### src/rtl/attack_sequencer_if.sv
`default_nettype none
// ============================================================================
// Module      : attack_sequencer_if
// Description : Bundles the frame/button/game-state inputs and the attack
//               outputs of one attack_sequencer instance.
//               master : the driver of buttons, frame tick and game state
//               slave  : the attack_sequencer itself
// Signals     : frame_tick   one-clk pulse per animation frame
//               btn_light    light button level (synchronized)
//               btn_medium   medium button level (synchronized)
//               btn_heavy    heavy button level (synchronized)
//               game_state   00 fight, 01 P1 wins, 10 P2 wins
//               attack_state strike pulse: 00 none, 01/10/11 light/med/heavy
//               attack_type  attack in progress (00 when idle)
//               phase        00 IDLE, 01 STARTUP, 10 ACTIVE, 11 RECOVERY
//               busy         high whenever phase != IDLE
// Revision    : 1.0 - initial release
// ============================================================================
interface attack_sequencer_if;
  logic       frame_tick;
  logic       btn_light;
  logic       btn_medium;
  logic       btn_heavy;
  logic [1:0] game_state;
  logic [1:0] attack_state;
  logic [1:0] attack_type;
  logic [1:0] phase;
  logic       busy;

  modport master (
    output frame_tick, btn_light, btn_medium, btn_heavy, game_state,
    input  attack_state, attack_type, phase, busy
  );

  modport slave (
    input  frame_tick, btn_light, btn_medium, btn_heavy, game_state,
    output attack_state, attack_type, phase, busy
  );
endinterface
`default_nettype wire

### src/rtl/attack_sequencer.sv
`default_nettype none
// ============================================================================
// Module      : attack_sequencer
// Description : Per-player attack generator. A button press starts a timed
//               STARTUP -> ACTIVE -> RECOVERY sequence paced by frame_tick.
//               A one-clk strike pulse (attack_state) is emitted on the first
//               clk of ACTIVE so each attack deals damage exactly once.
// Ports       : clk    system clock
//               reset  synchronous active-high reset
//               bus    attack_sequencer_if.slave (buttons, frame tick,
//                      game state in; strike, type, phase, busy out)
// Options     : ATTACK_BUFFER_EN - when defined, the highest-priority press
//               seen during RECOVERY is buffered and launched directly on
//               RECOVERY exit. When undefined, presses while busy are dropped.
// Revision    : 1.0 - initial release
// ============================================================================
module attack_sequencer #(
  parameter int CNT_W      = 5,
  parameter int L_STARTUP  = 2,
  parameter int L_ACTIVE   = 2,
  parameter int L_RECOVERY = 4,
  parameter int M_STARTUP  = 4,
  parameter int M_ACTIVE   = 3,
  parameter int M_RECOVERY = 8,
  parameter int H_STARTUP  = 8,
  parameter int H_ACTIVE   = 4,
  parameter int H_RECOVERY = 16
) (
  input  wire logic          clk,
  input  wire logic          reset,
  attack_sequencer_if.slave  bus
);

  typedef enum logic [1:0] {
    PH_IDLE     = 2'b00,
    PH_STARTUP  = 2'b01,
    PH_ACTIVE   = 2'b10,
    PH_RECOVERY = 2'b11
  } phase_t;

  localparam logic [CNT_W-1:0] c_one   = CNT_W'(1);
  localparam logic [CNT_W-1:0] c_l_stu = CNT_W'(L_STARTUP);
  localparam logic [CNT_W-1:0] c_l_act = CNT_W'(L_ACTIVE);
  localparam logic [CNT_W-1:0] c_l_rec = CNT_W'(L_RECOVERY);
  localparam logic [CNT_W-1:0] c_m_stu = CNT_W'(M_STARTUP);
  localparam logic [CNT_W-1:0] c_m_act = CNT_W'(M_ACTIVE);
  localparam logic [CNT_W-1:0] c_m_rec = CNT_W'(M_RECOVERY);
  localparam logic [CNT_W-1:0] c_h_stu = CNT_W'(H_STARTUP);
  localparam logic [CNT_W-1:0] c_h_act = CNT_W'(H_ACTIVE);
  localparam logic [CNT_W-1:0] c_h_rec = CNT_W'(H_RECOVERY);

  // Per-type frame counts; type 00 never gets loaded, so it shares heavy.
  function automatic logic [CNT_W-1:0] f_startup(input logic [1:0] t);
    case (t)
      2'b01:   return c_l_stu;
      2'b10:   return c_m_stu;
      default: return c_h_stu;
    endcase
  endfunction

  function automatic logic [CNT_W-1:0] f_active(input logic [1:0] t);
    case (t)
      2'b01:   return c_l_act;
      2'b10:   return c_m_act;
      default: return c_h_act;
    endcase
  endfunction

  function automatic logic [CNT_W-1:0] f_recovery(input logic [1:0] t);
    case (t)
      2'b01:   return c_l_rec;
      2'b10:   return c_m_rec;
      default: return c_h_rec;
    endcase
  endfunction

  phase_t           r_phase, w_phase_nxt;
  logic [1:0]       r_type, w_type_nxt;
  logic [CNT_W-1:0] r_cnt, w_cnt_nxt;
  logic [1:0]       r_strike, w_strike_nxt;
  logic             r_light_q, r_medium_q, r_heavy_q;
  logic [1:0]       w_press;
`ifdef ATTACK_BUFFER_EN
  logic [1:0]       r_buf, w_buf_nxt;
`endif

  // Rising-edge press, encoded so that a larger code is a higher priority.
  always_comb begin
    w_press = 2'b00;
    if (bus.btn_heavy & ~r_heavy_q)        w_press = 2'b11;
    else if (bus.btn_medium & ~r_medium_q) w_press = 2'b10;
    else if (bus.btn_light & ~r_light_q)   w_press = 2'b01;
  end

  always_ff @(posedge clk) begin
    if (reset) begin
      r_phase    <= PH_IDLE;
      r_type     <= 2'b00;
      r_cnt      <= '0;
      r_strike   <= 2'b00;
      r_light_q  <= 1'b0;
      r_medium_q <= 1'b0;
      r_heavy_q  <= 1'b0;
`ifdef ATTACK_BUFFER_EN
      r_buf      <= 2'b00;
`endif
    end else begin
      r_phase    <= w_phase_nxt;
      r_type     <= w_type_nxt;
      r_cnt      <= w_cnt_nxt;
      r_strike   <= w_strike_nxt;
      r_light_q  <= bus.btn_light;
      r_medium_q <= bus.btn_medium;
      r_heavy_q  <= bus.btn_heavy;
`ifdef ATTACK_BUFFER_EN
      r_buf      <= w_buf_nxt;
`endif
    end
  end

  always_comb begin
    w_phase_nxt  = r_phase;
    w_type_nxt   = r_type;
    w_cnt_nxt    = r_cnt;
    // Strike is only raised on the STARTUP->ACTIVE edge, so it self-clears.
    w_strike_nxt = 2'b00;
`ifdef ATTACK_BUFFER_EN
    w_buf_nxt    = r_buf;
`endif
    if (bus.game_state != 2'b00) begin
      w_phase_nxt = PH_IDLE;
      w_type_nxt  = 2'b00;
      w_cnt_nxt   = '0;
`ifdef ATTACK_BUFFER_EN
      w_buf_nxt   = 2'b00;
`endif
    end else begin
      case (r_phase)
        PH_IDLE: begin
          if (w_press != 2'b00) begin
            w_phase_nxt = PH_STARTUP;
            w_type_nxt  = w_press;
            w_cnt_nxt   = f_startup(w_press);
          end
        end
        PH_STARTUP: begin
`ifdef ATTACK_BUFFER_EN
          if (w_press != 2'b00) w_buf_nxt = 2'b00;
`endif
          if (bus.frame_tick) begin
            if (r_cnt == c_one) begin
              w_phase_nxt  = PH_ACTIVE;
              w_cnt_nxt    = f_active(r_type);
              w_strike_nxt = r_type;
            end else begin
              w_cnt_nxt = r_cnt - c_one;
            end
          end
        end
        PH_ACTIVE: begin
`ifdef ATTACK_BUFFER_EN
          if (w_press != 2'b00) w_buf_nxt = 2'b00;
`endif
          if (bus.frame_tick) begin
            if (r_cnt == c_one) begin
              w_phase_nxt = PH_RECOVERY;
              w_cnt_nxt   = f_recovery(r_type);
            end else begin
              w_cnt_nxt = r_cnt - c_one;
            end
          end
        end
        PH_RECOVERY: begin
`ifdef ATTACK_BUFFER_EN
          if (w_press > r_buf) w_buf_nxt = w_press;
`endif
          if (bus.frame_tick) begin
            if (r_cnt == c_one) begin
`ifdef ATTACK_BUFFER_EN
              // Chain straight into the buffered attack, skipping IDLE.
              if (w_buf_nxt != 2'b00) begin
                w_phase_nxt = PH_STARTUP;
                w_type_nxt  = w_buf_nxt;
                w_cnt_nxt   = f_startup(w_buf_nxt);
                w_buf_nxt   = 2'b00;
              end else begin
                w_phase_nxt = PH_IDLE;
                w_type_nxt  = 2'b00;
                w_cnt_nxt   = '0;
              end
`else
              w_phase_nxt = PH_IDLE;
              w_type_nxt  = 2'b00;
              w_cnt_nxt   = '0;
`endif
            end else begin
              w_cnt_nxt = r_cnt - c_one;
            end
          end
        end
        default: w_phase_nxt = PH_IDLE;
      endcase
    end
  end

  assign bus.attack_state = r_strike;
  assign bus.attack_type  = r_type;
  assign bus.phase        = r_phase;
  assign bus.busy         = (r_phase != PH_IDLE);

endmodule
`default_nettype wire

### src/flat_wrapper.sv
// flat-port wrapper written by rule: the top's interface ports become plain ports
module attack_sequencer_flat 
#(
  parameter int CNT_W      = 5,
  parameter int L_STARTUP  = 2,
  parameter int L_ACTIVE   = 2,
  parameter int L_RECOVERY = 4,
  parameter int M_STARTUP  = 4,
  parameter int M_ACTIVE   = 3,
  parameter int M_RECOVERY = 8,
  parameter int H_STARTUP  = 8,
  parameter int H_ACTIVE   = 4,
  parameter int H_RECOVERY = 16
)
  (clk, reset, bus_frame_tick, bus_btn_light, bus_btn_medium, bus_btn_heavy, bus_game_state, bus_attack_state, bus_attack_type, bus_phase, bus_busy);
  attack_sequencer_if bus_i ();
  input  wire logic clk;
  input  wire logic reset;
  input wire logic [$bits(bus_i.frame_tick)-1:0] bus_frame_tick;
  input wire logic [$bits(bus_i.btn_light)-1:0] bus_btn_light;
  input wire logic [$bits(bus_i.btn_medium)-1:0] bus_btn_medium;
  input wire logic [$bits(bus_i.btn_heavy)-1:0] bus_btn_heavy;
  input wire logic [$bits(bus_i.game_state)-1:0] bus_game_state;
  output wire logic [$bits(bus_i.attack_state)-1:0] bus_attack_state;
  output wire logic [$bits(bus_i.attack_type)-1:0] bus_attack_type;
  output wire logic [$bits(bus_i.phase)-1:0] bus_phase;
  output wire logic [$bits(bus_i.busy)-1:0] bus_busy;
  assign bus_i.frame_tick = bus_frame_tick;
  assign bus_i.btn_light = bus_btn_light;
  assign bus_i.btn_medium = bus_btn_medium;
  assign bus_i.btn_heavy = bus_btn_heavy;
  assign bus_i.game_state = bus_game_state;
  assign bus_attack_state = bus_i.attack_state;
  assign bus_attack_type = bus_i.attack_type;
  assign bus_phase = bus_i.phase;
  assign bus_busy = bus_i.busy;
  attack_sequencer #(.CNT_W(CNT_W), .L_STARTUP(L_STARTUP), .L_ACTIVE(L_ACTIVE), .L_RECOVERY(L_RECOVERY), .M_STARTUP(M_STARTUP), .M_ACTIVE(M_ACTIVE), .M_RECOVERY(M_RECOVERY), .H_STARTUP(H_STARTUP), .H_ACTIVE(H_ACTIVE), .H_RECOVERY(H_RECOVERY)) u_core (.clk(clk), .reset(reset), .bus(bus_i));
endmodule
### config.mk
export PLATFORM = sky130hd
export DESIGN_NAME = attack_sequencer_flat
export DESIGN_NICKNAME = d
export VERILOG_FILES = /design/src/rtl/attack_sequencer_if.sv /design/src/rtl/attack_sequencer.sv /design/src/flat_wrapper.sv
export SDC_FILE = /design/constraint.sdc
export NUM_CORES = 1
export LEC_CHECK = 0
export ABC_AREA = 1
export CORE_MARGIN = 1
export CORE_UTILIZATION = 30
export CTS_CLUSTER_DIAMETER = 40
export DETAILED_ROUTE_END_ITERATION = 6
export GPL_ROUTABILITY_DRIVEN = 0
export GPL_TIMING_DRIVEN = 0
export PLACE_DENSITY = 0.6
export RECOVER_POWER = 50
export SLEW_MARGIN = 20
export SYNTH_ARGS = -nofsm -noshare
export SYNTH_HDL_FRONTEND = slang
export SYNTH_SLANG_ARGS = --single-unit
### constraint.sdc
create_clock -name clk -period 2.15 [get_ports clk]
set_input_delay 0.645 -clock clk [delete_from_list [all_inputs] [get_ports clk]]
set_output_delay 0.645 -clock clk [all_outputs]
set_load 0.02 [all_outputs]
=== After elaboration in Yosys (flattened, before gate mapping) ===
Cells that the tools add are included.

* Bitwise logic cells: 9
* $add $sub $neg: 1
* Reductions and logical operators: 10
* Equality and inequality tests: 15
* Muxes and demuxes: 24

{| class="wikitable"
|+ Operators by type and width
! operator !! count
|-
| $mux W5 || 7
|-
| $mux W2 || 10
|-
| $pmux W5 S4 || 1
|-
| $pmux W5 S2 || 1
|-
| $eq A2 B2 Y1 const B || 4
|-
| $ne A2 B1 Y1 const B || 4
|-
| $pmux W2 S4 || 1
|-
| $pmux W4 S2 || 1
|-
| $reduce_and A4 Y1 || 2
|-
| $reduce_bool A2 Y1 || 4
|-
| $reduce_and A7 Y1 || 1
|-
| $eq A2 B1 Y1 const B || 3
|-
| $ne A2 B2 Y1 const B || 3
|-
| $not A1 Y1 || 6
|-
| $pmux W3 S2 || 1
|-
| $eq A5 B1 Y1 const B || 1
|-
| $reduce_or A5 Y1 || 1
|-
| $sub A5 B1 Y5 const B || 1
|-
| $pmux W2 S2 || 1
|-
| $and A1 B1 Y1 || 3
|-
| $logic_not A2 Y1 || 1
|-
| $reduce_or A2 Y1 || 1
|-
| $mux W1 || 1
|}

* Logic and storage cells: 66
* Register bits: 14
* Input port bits: 8

=== Depth between registers and ports, before layout ===
* Depth after elaboration: 9
* Gate-level depth with buffers: 15
* Depth with buffers taken out: 15

=== Worst setup path before layout ===
No wires, ideal clock.

* Kind: input port to flip-flop
* Start: in bus_btn_medium
* End: reg u_core.r_phase[0], in the netlist u_core.bus.phase[0]
* Data required time: 2032 ps
* Arrival: 1875 ps
* Cell stages on the path: 15
* Slack: 157 ps
* Path through: inv_1 > or2_2 > nand2_1 > nand2_1 > inv_1 > ha_1 > nand2_1 > o21ai_0 > inv_1 > nand2_4 > inv_2 > nand2_2 > inv_1 > o21ai_0 > nor2_1

* Cells in the longest elaborated chain, start to end: 6

{| class="wikitable"
|+ RTL lines
! what !! RTL line !! RTL
|-
| start, declared || flat_wrapper.sv:21 || <nowiki>input wire logic [$bits(bus_i.btn_medium)-1:0] bus_btn_medium;</nowiki>
|-
| $and A1 B1 Y1 || attack_sequencer.sv:91 || <nowiki>else if (bus.btn_medium & ~r_medium_q) w_press = 2'b10;</nowiki>
|-
| $mux W2 || attack_sequencer.sv:91 ||
|-
| $mux W2 || attack_sequencer.sv:90 || <nowiki>if (bus.btn_heavy & ~r_heavy_q) w_press = 2'b11;</nowiki>
|-
| $reduce_bool A2 Y1 || attack_sequencer.sv:140 || <nowiki>if (w_press != 2'b00) begin</nowiki>
|-
| $ne A2 B1 Y1 (no source line) || -- ||
|-
| $reduce_and A7 Y1 (no source line) || -- ||
|-
| end signal, assigned || attack_sequencer.sv:108 || <nowiki>r_phase <= w_phase_nxt;</nowiki>
|-
| end, declared || attack_sequencer.sv:77 || <nowiki>phase_t r_phase, w_phase_nxt;</nowiki>
|}

Every way passes these cells.
A chain may end at the register's enable or synchronous reset.

=== Worst setup path after layout ===
* Start: reg u_core.r_phase[1], in the netlist u_core.bus.phase[1]
* End: out bus_busy

* Cells in the longest elaborated chain, start to end: 1

{| class="wikitable"
|+ RTL lines
! what !! RTL line !! RTL
|-
| $reduce_bool A2 Y1 || attack_sequencer.sv:209 || <nowiki>assign bus.busy = (r_phase != PH_IDLE);</nowiki>
|-
| end, declared || flat_wrapper.sv:27 || <nowiki>output wire logic [$bits(bus_i.busy)-1:0] bus_busy;</nowiki>
|}

Every way passes these cells.

==> out/results.tsv <==
stage	metric	value	unit
cells_and_area	# fillers	314	
clocking	CTS Hold Bufs	0	
clocking	CTS Buf Count	3	
detailed_routing	via count	940	
global_route	GR Overflow Total	0	
sta	endpoints failing hold	0	
global_route	maximum number of pins on one net before global-route repair	9	
detailed_routing	antenna viol nets, final	0	
cells_and_area	footprint of the multi-input gates	604	sq um
worst_hold_path	worst hold path class	reg -> reg	
detailed_routing	drt drc	0	
critical_path	critical path peak fanout	4	
cells_and_area	final net count	186	
synth	FF+latch count, synth	14	
cells_and_area	Area growth syn-to-layout	34.0	%
detailed_routing	total length of routed met3 wires	56	um
synth	unique cell type count in the Yosys netlist	21	
floorplanning	die height	58.3	um
synth	post-synth net total	163	
synth	Synth Instances	143	
sta	Hold WS	0.492	ns
cells_and_area	number of antenna diodes	0	
global_route	first-pass GRT wire length	3780	um
job	max cap viols	0	
critical_path	Slowest Stage Delay on Critical Path	0.38	ns
critical_path	Critical Path Source	u_core.bus.phase[1]	
synth	Mapped Avg Cell Area	6.64	sq um
worst_hold_path	hold_sp	u_core.bus.attack_type[1]	
sta	clock period minus worst slack	2.03	ns
floorplanning	die width	58.3	um
clocking	H-tree level count	1	
clocking	Root Buffer	clkbuf_4	
sta	Worst-Margin Slew	0.784	ns
placed_design	pre-CTS setup slack	-0.478	ns
clocking	Clock Latency Late Sink	0.29	ns
power	Worst IR Drop VDD	0.277	mV
critical_path	crit path launch type	register	
global_route	initial antenna violation count	0	
clocking	CTS tree	built	
cells_and_area	FF+latch area	282	sq um
global_route	vias in the first global route	875	
outcome	outcome	complete, no violations	
sta	RSZ-0062 raised after global routing	no	
sta	Final Setup Violations	0	
clocking	Max clock buf depth	2	
cells_and_area	Core Util, Final	42.0	%
critical_path	Buf+Inv Stages, Crit Path	3	
sta	skew final	0.00966	ns
critical_path	Most Frequent Cell on Critical Path	inv_1	
critical_path	worst path required time	1.50	ns
detailed_routing	DRT met1 WL	992	um
detailed_routing	Detailed Route WL	2140	um
placed_design	detailed placement HPWL	1610	um
clocking	CTS sink count	14	
floorplanning	core region area	0.00303	sq mm
critical_path	crit path kind	reg -> out	
sta	Fmax	494	MHz
floorplanning	Die Area	0.00339	sq mm
synth	yosys warns	0	
detailed_routing	First-pass DRT Iterations	4	
sta	final period utilization	94.2	%
detailed_routing	Initial DRC Count	12	
critical_path	Reg-to-Reg Start	u_core.r_medium_q	
power	Static Leak	0.603	nW
placed_design	# port buffers	14	
floorplanning	Starting Density	31.4	%
floorplanning	# IOs	15	
critical_path	endpoint type of the worst setup path	output pin	
floorplanning	standard-cell rows	20	
detailed_routing	Routed WL per cell	10.2	um
detailed_routing	DR vias/cell	4.50	
sta	Final Max Slew Viols	0	
synth	Syn Std Cell Area	950	sq um
critical_path	Worst path slowest cell	dfxtp_1	
sta	Setup WS post-layout	0.125	ns
synth	post-synthesis sequential area ratio	29.5	%
critical_path	Data arrival, critical path	1.38	ns
critical_path	crit path cell chain	inv_1 > ha_1 > inv_1 > dlygate4sd2_1	
global_route	GRT Overall Usage	15.0	%
detailed_routing	Top Metal Used	met4	
cells_and_area	layout cell share with drive strength beyond 1	19.4	%
power	pwr/cell area	514	mW/mm^2
sta	Rel. slew slack	47.3	%
critical_path	CP top delay family	buffers and inverters	
clocking	Worst-path clk slew	0.09	ns
detailed_routing	met2 wire length	1030	um
## metrics by stage
step                      power, mW  TNS, ns  area (sq um)  std cells
after floorplan               0.384        0           950        143
after global placement        0.429    -3.23          1140        201
after detailed placement      0.431    -3.51          1140        201
after CTS                     0.650  -0.0145          1230        207
after global routing          0.701        0          1270        209
final                         0.654        0          1270        209
## worst reg2reg max path, cell delays in order, from the launching register on
cell and delay (ns):
dfxtp_1 0.31, or2_4 0.24, nand2_2 0.07, nand2_2 0.06, inv_2 0.06, ha_1 0.13, nand2_1 0.07, o21ai_2 0.07
inv_2 0.06, nand2_4 0.09, inv_4 0.05, nand2_4 0.07, inv_1 0.04, o21ai_0 0.15, nor2_1 0.06
## power by group
| group | internal (mW) | switching (mW) | total [mW] |
|---|---|---|---|
| combinational | 0.0799 | 0.102 | 0.182 |
| clock | 0.103 | 0.0914 | 0.195 |
| sequential | 0.269 | 0.00824 | 0.277 |
## layout make-up
class	count	area share [%]
well taps	44	4.33
repair buffers	18	14.2
flip-flops and latches	14	22.1
multi-input cells	99	47.5
inverters	30	9.05
clock buffers	4	2.85
## placed cells by master (no fill, tap or decap)
cell,instances
a21oi_1,8
a21oi_2,1
a31oi_1,1
buf_4,3
buf_6,1
clkbuf_4,3
clkbuf_8,1
clkdlybuf4s50_1,6
dfxtp_1,13
dfxtp_2,1
dlygate4sd2_1,1
dlygate4sd3_1,4
dlymetal6s2s_1,3
ha_1,12
inv_1,23
inv_2,6
inv_4,1
nand2_1,27
nand2_2,3
nand2_4,3
nand3_1,8
nand4_1,2
nor2_1,12
nor2_2,5
nor2_4,1
nor3_1,1
nor3_2,1
nor3b_1,1
o211ai_1,2
o21ai_0,6
o21ai_1,1
o21ai_2,1
or2_1,1
or2_4,1
xnor2_1,1
## synthesized netlist by cell type
| cell type | instances | share of area (%) |
|---|---|---|
| nand2_1 | 30 | 12 |
| o21ai_0 | 7 | 3.7 |
| inv_1 | 29 | 11 |
| or2_1 | 1 | 0.66 |
| nand2_4 | 1 | 1.2 |
| nor3b_1 | 1 | 0.79 |
| nor2_2 | 2 | 1.3 |
| nand4_1 | 2 | 1.3 |
| nand2_2 | 2 | 1.3 |
| o211ai_1 | 2 | 1.6 |
| dfxtp_1 | 14 | 30 |
| nor2_1 | 16 | 6.3 |
| nand3_1 | 8 | 4.2 |
| o21ai_1 | 1 | 0.53 |
| or2_2 | 1 | 0.66 |
| a31oi_1 | 1 | 0.66 |
| inv_2 | 1 | 0.39 |
| ha_1 | 12 | 16 |
| a21oi_1 | 9 | 4.7 |
| nor3_1 | 2 | 1.1 |
| xnor2_1 | 1 | 0.92 |
## logic make-up (layout without fill, tap and decap cells)
kind of cell,Yosys count,in the layout,synth area share [%]
compound gates,20,20,11.2
xor+xnor,1,1,0.922
fa+ha+maj,12,12,15.8
buf+inv,30,52,11.9
flops,14,14,29.5
simple gates,66,66,30.7
## final timing paths
path | to | slack [ns] | cells after the start
max reg2reg | u_core.bus.phase[0] | 0.55 | 14
min | u_core.bus.attack_state[1] | 0.49 | 2
min reg2reg | u_core.bus.attack_state[1] | 0.49 | 2
max | bus_busy | 0.12 | 4
## routing by layer
layer | vias up | track usage, %
met5 | - | 0
met3 | 5 | 2.01
met2 | 15 | 24.0
met4 | 0 | 9.18
li1 | 490 | -
met1 | 430 | 19.0
## registers in the layout (all words and copies together) (netlist names)
name,flops
u_core.bus.attack_type,2
u_core.bus.phase,2
u_core.r_light_q,1
u_core.r_medium_q,1
u_core.r_heavy_q,1
u_core.r_cnt,5
u_core.bus.attack_state,2
## what timing repair did
action	CTS	global route
buffers inserted	2	2
endpoints found under the setup margin	10	10
resized for setup	14	16
pin swaps	3	10
(Power assumes the default switching activity.)
==> patch 1, RTL diff (config.mk and constraints unchanged) <==
Make the reset (`reset`) asynchronous in one clocked block. Comments in the files are not updated.
--- a/src/rtl/attack_sequencer.sv
+++ b/src/rtl/attack_sequencer.sv
@@ -92,7 +92,7 @@
     else if (bus.btn_light & ~r_light_q)   w_press = 2'b01;
   end
 
-  always_ff @(posedge clk) begin
+  always_ff @(posedge clk or posedge reset) begin
     if (reset) begin
       r_phase    <= PH_IDLE;
       r_type     <= 2'b00;
Function: differs if reset is asserted again (counterexample within 4 cycles, from zero or initial values and one cycle with reset high); with reset held inactive, the same outputs for 10 cycles.
==> patch 1 against the original RTL <==
Die area increased by 16%. Sequential cell count stayed put. Sequential share of layout area rose by 2.9 points. Via count increased by 5.7%. Power increased by 18%. Final area rose by 10%. Synthesized area is 17% higher. Setup slack got worse by 0.050 ns. Wire length rose by 13%. Utilization fell by 1.3 points. Critical endpoint is now u_core.bus.phase[1]. Largest power group unchanged.
==> patch 1: results (changes against the original RTL) <==
{
  "first_pass_iters": {"value": 4, "change": "unchanged"},
  "finish.net_count": {"value": 201, "change": "+8.1%"},
  "placed_cells": {"value": 220, "change": "+9.5%"},
  "synthesis.nets": {"value": 180, "change": "+10%"},
  "vias": {"value": 994, "change": "+5.7%"},
  "intPower": {"value": 0.505, "unit": "mW", "change": "+12%"},
  "clock_slew_seen_by_the_registers_of_the_worst_setup_and_hold_paths": {"value": 0.06, "unit": "ns", "change": "-0.03 ns"},
  "outcome": "finished clean",
  "clk_latency": {"value": 0.25, "unit": "ns", "change": "-0.04 ns"},
  "cp_data_arrival_time": {"value": 2.21, "unit": "ns", "change": "+0.83 ns"},
  "dp_worst_setup_slack": {"value": -0.403, "unit": "ns", "change": "+0.0750 ns"},
  "finClkSkew": {"value": 0.00440, "unit": "ns", "change": "-0.00526 ns"},
  "yosysSeqAreaShare": {"value": 31.5, "unit": "%", "change": "+2.0 points"},
  "grt_use_total": {"value": 12.8, "unit": "%", "change": "-2.1 points"},
  "routed_wl": {"value": 2.41, "unit": "mm", "change": "+13%"},
  "detailedRoute.firstIterationViolations": {"value": 17, "change": "+5"},
  "clockPowerShare": {"value": 28.2, "unit": "%", "change": "-1.6 points"},
  "cp_slowest_stage_delay": {"value": 0.56, "unit": "ns", "change": "+0.18 ns"},
  "ys_top_cells_by_area": "dfrtp_1, nand2_1, ha_1, inv_1, nor2_1",
  "biggest_area_consumer_among_synthesized_cells": "dfrtp_1",
  "wl_per_cell": {"value": 10.7, "unit": "um", "change": "+4.8%"},
  "yosys.area.top_type_share": {"value": 31.5, "unit": "%", "change": "+2.0 points"},
  "power.sequential.fraction": {"value": 38.8, "unit": "%", "change": "-3.6 points"},
  "synthesis.area_per_instance": {"value": 6.94, "unit": "um^2", "change": "+4.6%"},
  "largest_net_degree_at_the_start_of_global_routing": {"value": 15, "change": "+6"},
  "drive_gt1_share": {"value": 16.8, "unit": "%", "change": "-2.6 points"},
  "post-dp-hpwl": {"value": 1.77, "unit": "mm", "change": "+9.8%"},
  "postSynth.asyncResetShare": {"value": 100, "unit": "%", "change": "+100 points"},
  "slew_headroom": {"value": 63.4, "unit": "%", "change": "+16 points"},
  "crit_path_max_fanout": {"value": 6, "change": "+2"},
  "ir_drop": {"value": 0.305, "unit": "mV", "change": "+10%"},
  "critical_path.slowest_cell": "dlygate4sd3_1",
  "grt_pass1_vias": {"value": 868, "change": "-0.80%"},
  "power.leakage": {"value": 0.721, "unit": "nW", "change": "+20%"},
  "most_common_library_cells_after_synthesis": "nand2_1, inv_1, nor2_1",
  "root_buffer": "clkbuf_8",
  "power.density": {"value": 552, "unit": "nW/um^2", "change": "+7.4%"},
  "grt_first_pass_wirelength": {"value": 3.95, "unit": "mm", "change": "+4.5%"}
}
==> patch 1: per-layer routing <==
layer  global-route usage (%)  share of wire (%)  up-vias
met1                     16.9                 45      441
li1                         -                  -      531
met2                     20.4                 50       17
met3                     3.47                4.2        5
met4                     3.49                1.0        0
met5                        0                  0        -
==> patch 1: worst register-to-register path, cell delays in order, from the launching register on <==
cell	delay (ns)
dfrtp_1	0.41
inv_1	0.10
ha_1	0.24
inv_1	0.14
nand2_1	0.09
nand3b_1	0.15
nand2_4	0.11
nor2_4	0.14
nand2_2	0.06
nand2_1	0.05
nand2_1	0.05
==> patch 1: kinds of logic after synthesis <==
logic type | share of synthesized area (%)
AND/OR/NAND/NOR | 37.5
buffers and inverters | 11.3
flip-flops | 31.5
AO/OA/AOI/OAI | 6.19
adder cells (fa/ha/maj) | 13.5
==> patch 1: layout make-up <==
class	count	area (um^2)
Fill cell	359	2040
Multi-Input combinational cell	114	674
Tap cell	46	57.6
Timing Repair Buffer	16	154
Clock buffer	3	41.3
Sequential cell	14	350
Inverter	32	125
==> patch 1: path summary, 6_finish.rpt <==
kind	end	slack [ns]	cells after the start	startpoint
min in group asynchronous	u_core.r_cnt[4]	0.88	2	reset
hold / removal	u_core.r_cnt[1]	0.52	2	u_core.r_cnt[1]
setup reg to reg	u_core.bus.phase[1]	0.49	10	u_core.bus.phase[1]
setup / recovery	u_core.bus.phase[1]	0.07	11	bus_btn_light
hold reg to reg	u_core.r_cnt[1]	0.52	2	u_core.r_cnt[1]
max in group asynchronous	u_core.bus.phase[0]	0.90	2	reset
==> patch 1: repair_timing <==
action                                  CTS  global route
resized for setup                         3            13
pin swaps                                 1             4
hold buffers                              0             0
buffers inserted                          0             2
endpoints found under the setup margin    9             9
==> patch 2, RTL diff (same settings) <==
Without the edit above. Add a define of `ATTACK_BUFFER_EN`.
--- a/src/rtl/attack_sequencer.sv
+++ b/src/rtl/attack_sequencer.sv
@@ -14,6 +14,8 @@
 //               RECOVERY exit. When undefined, presses while busy are dropped.
 // Revision    : 1.0 - initial release
 // ============================================================================
+`define ATTACK_BUFFER_EN
+
 module attack_sequencer #(
   parameter int CNT_W      = 5,
   parameter int L_STARTUP  = 2,
Behaviour: not the same (a bounded check fails within 10 cycles, from zero or initial values and one cycle with reset high).
==> patch 2 against the original RTL <==
Final area grew 29%. Critical path depth grew 9. Fmax shrank 2.3%. Power grew 25%. Synthesized area grew 31%. Sequential power grew 13%. Utilization shrank 0.92 points. Global-route usage shrank 1.6 points. Sequential cell count grew 2. Setup slack lost 0.048 ns. Wire length grew 23%. Clock skew shrank 0.0038 ns.
==> patch 2: results (changes against the original RTL) <==
{
  "outcome": "finished clean",
  "root_buffer": "clkbuf_8",
  "power_switching_share": {"value": 30.5, "unit": "%", "change": "-0.37 points"},
  "synthesis.area_per_instance": {"value": 7.03, "unit": "um^2", "change": "+5.8%"},
  "ir_drop": {"value": 0.323, "unit": "mV", "change": "+16%"},
  "yosysUniqueCellTypes": {"value": 28, "change": "+33%"},
  "most_common_library_cells_after_synthesis": "nand2_1, inv_1, nor2_1",
  "clk_latency": {"value": 0.26, "unit": "ns", "change": "-0.03 ns"},
  "routed_wl": {"value": 2.64, "unit": "mm", "change": "+23%"},
  "power.combinational.fraction": {"value": 28.1, "unit": "%", "change": "+0.2 points"},
  "vias": {"value": 1168, "change": "+24%"},
  "dp_worst_setup_slack": {"value": -0.544, "unit": "ns", "change": "-0.0657 ns"},
  "worst-slew-pin-transition": {"value": 0.426, "unit": "ns", "change": "-0.359 ns"},
  "detailedRoute.firstIterationViolations": {"value": 15, "change": "+3"},
  "ys_top_cells_by_area": "dfxtp_1, ha_1, nand2_1, inv_1, a21oi_1",
  "post-dp-hpwl": {"value": 1.99, "unit": "mm", "change": "+24%"},
  "synthAdderAreaFrac": {"value": 16.1, "unit": "%", "change": "+0.29 points"},
  "finish.net_count": {"value": 231, "change": "+24%"},
  "synthesis.nets": {"value": 201, "change": "+23%"},
  "grt_first_pass_wirelength": {"value": 4.47, "unit": "mm", "change": "+18%"},
  "placed_cells": {"value": 241, "change": "+20%"},
  "finClkSkew": {"value": 0.00586, "unit": "ns", "change": "-0.00380 ns"},
  "grt_pass1_vias": {"value": 1043, "change": "+19%"},
  "largest_net_degree_at_the_start_of_global_routing": {"value": 11, "change": "+2"},
  "clockPowerShare": {"value": 33.8, "unit": "%", "change": "+4.0 points"},
  "power.leakage": {"value": 0.736, "unit": "nW", "change": "+22%"},
  "yosysSeqAreaShare": {"value": 25.8, "unit": "%", "change": "-3.8 points"},
  "grt_use_total": {"value": 13.3, "unit": "%", "change": "-1.6 points"}
}
## patch 2: cell count changes after synthesis, sizes merged, moves of 2 or more
cell / change
o21ai: +4
a21oi: +6
ha: +4
nand2: +13
nor4: +2
dfxtp: +2
nor2: +2
## patch 2: kinds of logic after synthesis
logic type,Yosys count
and+or+nand+nor,82
buffers and inverters,32
AOI/OAI and AO/OA,31
adders and majority gates,16
DFF,16
## patch 2: repair_timing
item,4_1_cts,5_1_grt
setup buffers,10,1
endpoints found under the setup margin,12,6
gates resized for setup,17,6
pin swaps,16,11
## patch 2: cell type report
| cell class | count | area (um^2) |
|---|---|---|
| flip-flops and latches | 16 | 322 |
| inverters | 31 | 123 |
| plain buffers | 1 | 11.3 |
| repair buffers | 25 | 219 |
| well taps | 50 | 62.6 |
| clock buffers | 4 | 55.1 |
| fillers | 388 | 2360 |
| multi-input cells | 129 | 852 |
## patch 2: path summary, 6_finish.rpt
kind | start | end | slack [ns] | cells after the start
max | bus_btn_medium | u_core.r_cnt[3] | 0.08 | 13
min | u_core.r_buf[1] | u_core.r_buf[1] | 0.47 | 2
max reg2reg | u_core.r_medium_q | u_core.r_cnt[3] | 0.38 | 13
min reg2reg | u_core.r_buf[1] | u_core.r_buf[1] | 0.47 | 2
## patch 2: metal layers
layer  global-route usage, %  vias up  wire, um  share of wire (%)
met5                       0        -         0                  0
met4                    6.91        0        68                2.6
met3                    1.90        8        65                2.5
met2                    22.3       18      1250                 47
met1                    16.3      517      1250                 48
li1                        -      625         -                  -
## patch 2: tightest hold or removal path, cell delays in order, from the launching register on
cell     delay, ns
dfxtp_1       0.31
nand2_1       0.06
a21oi_1       0.06
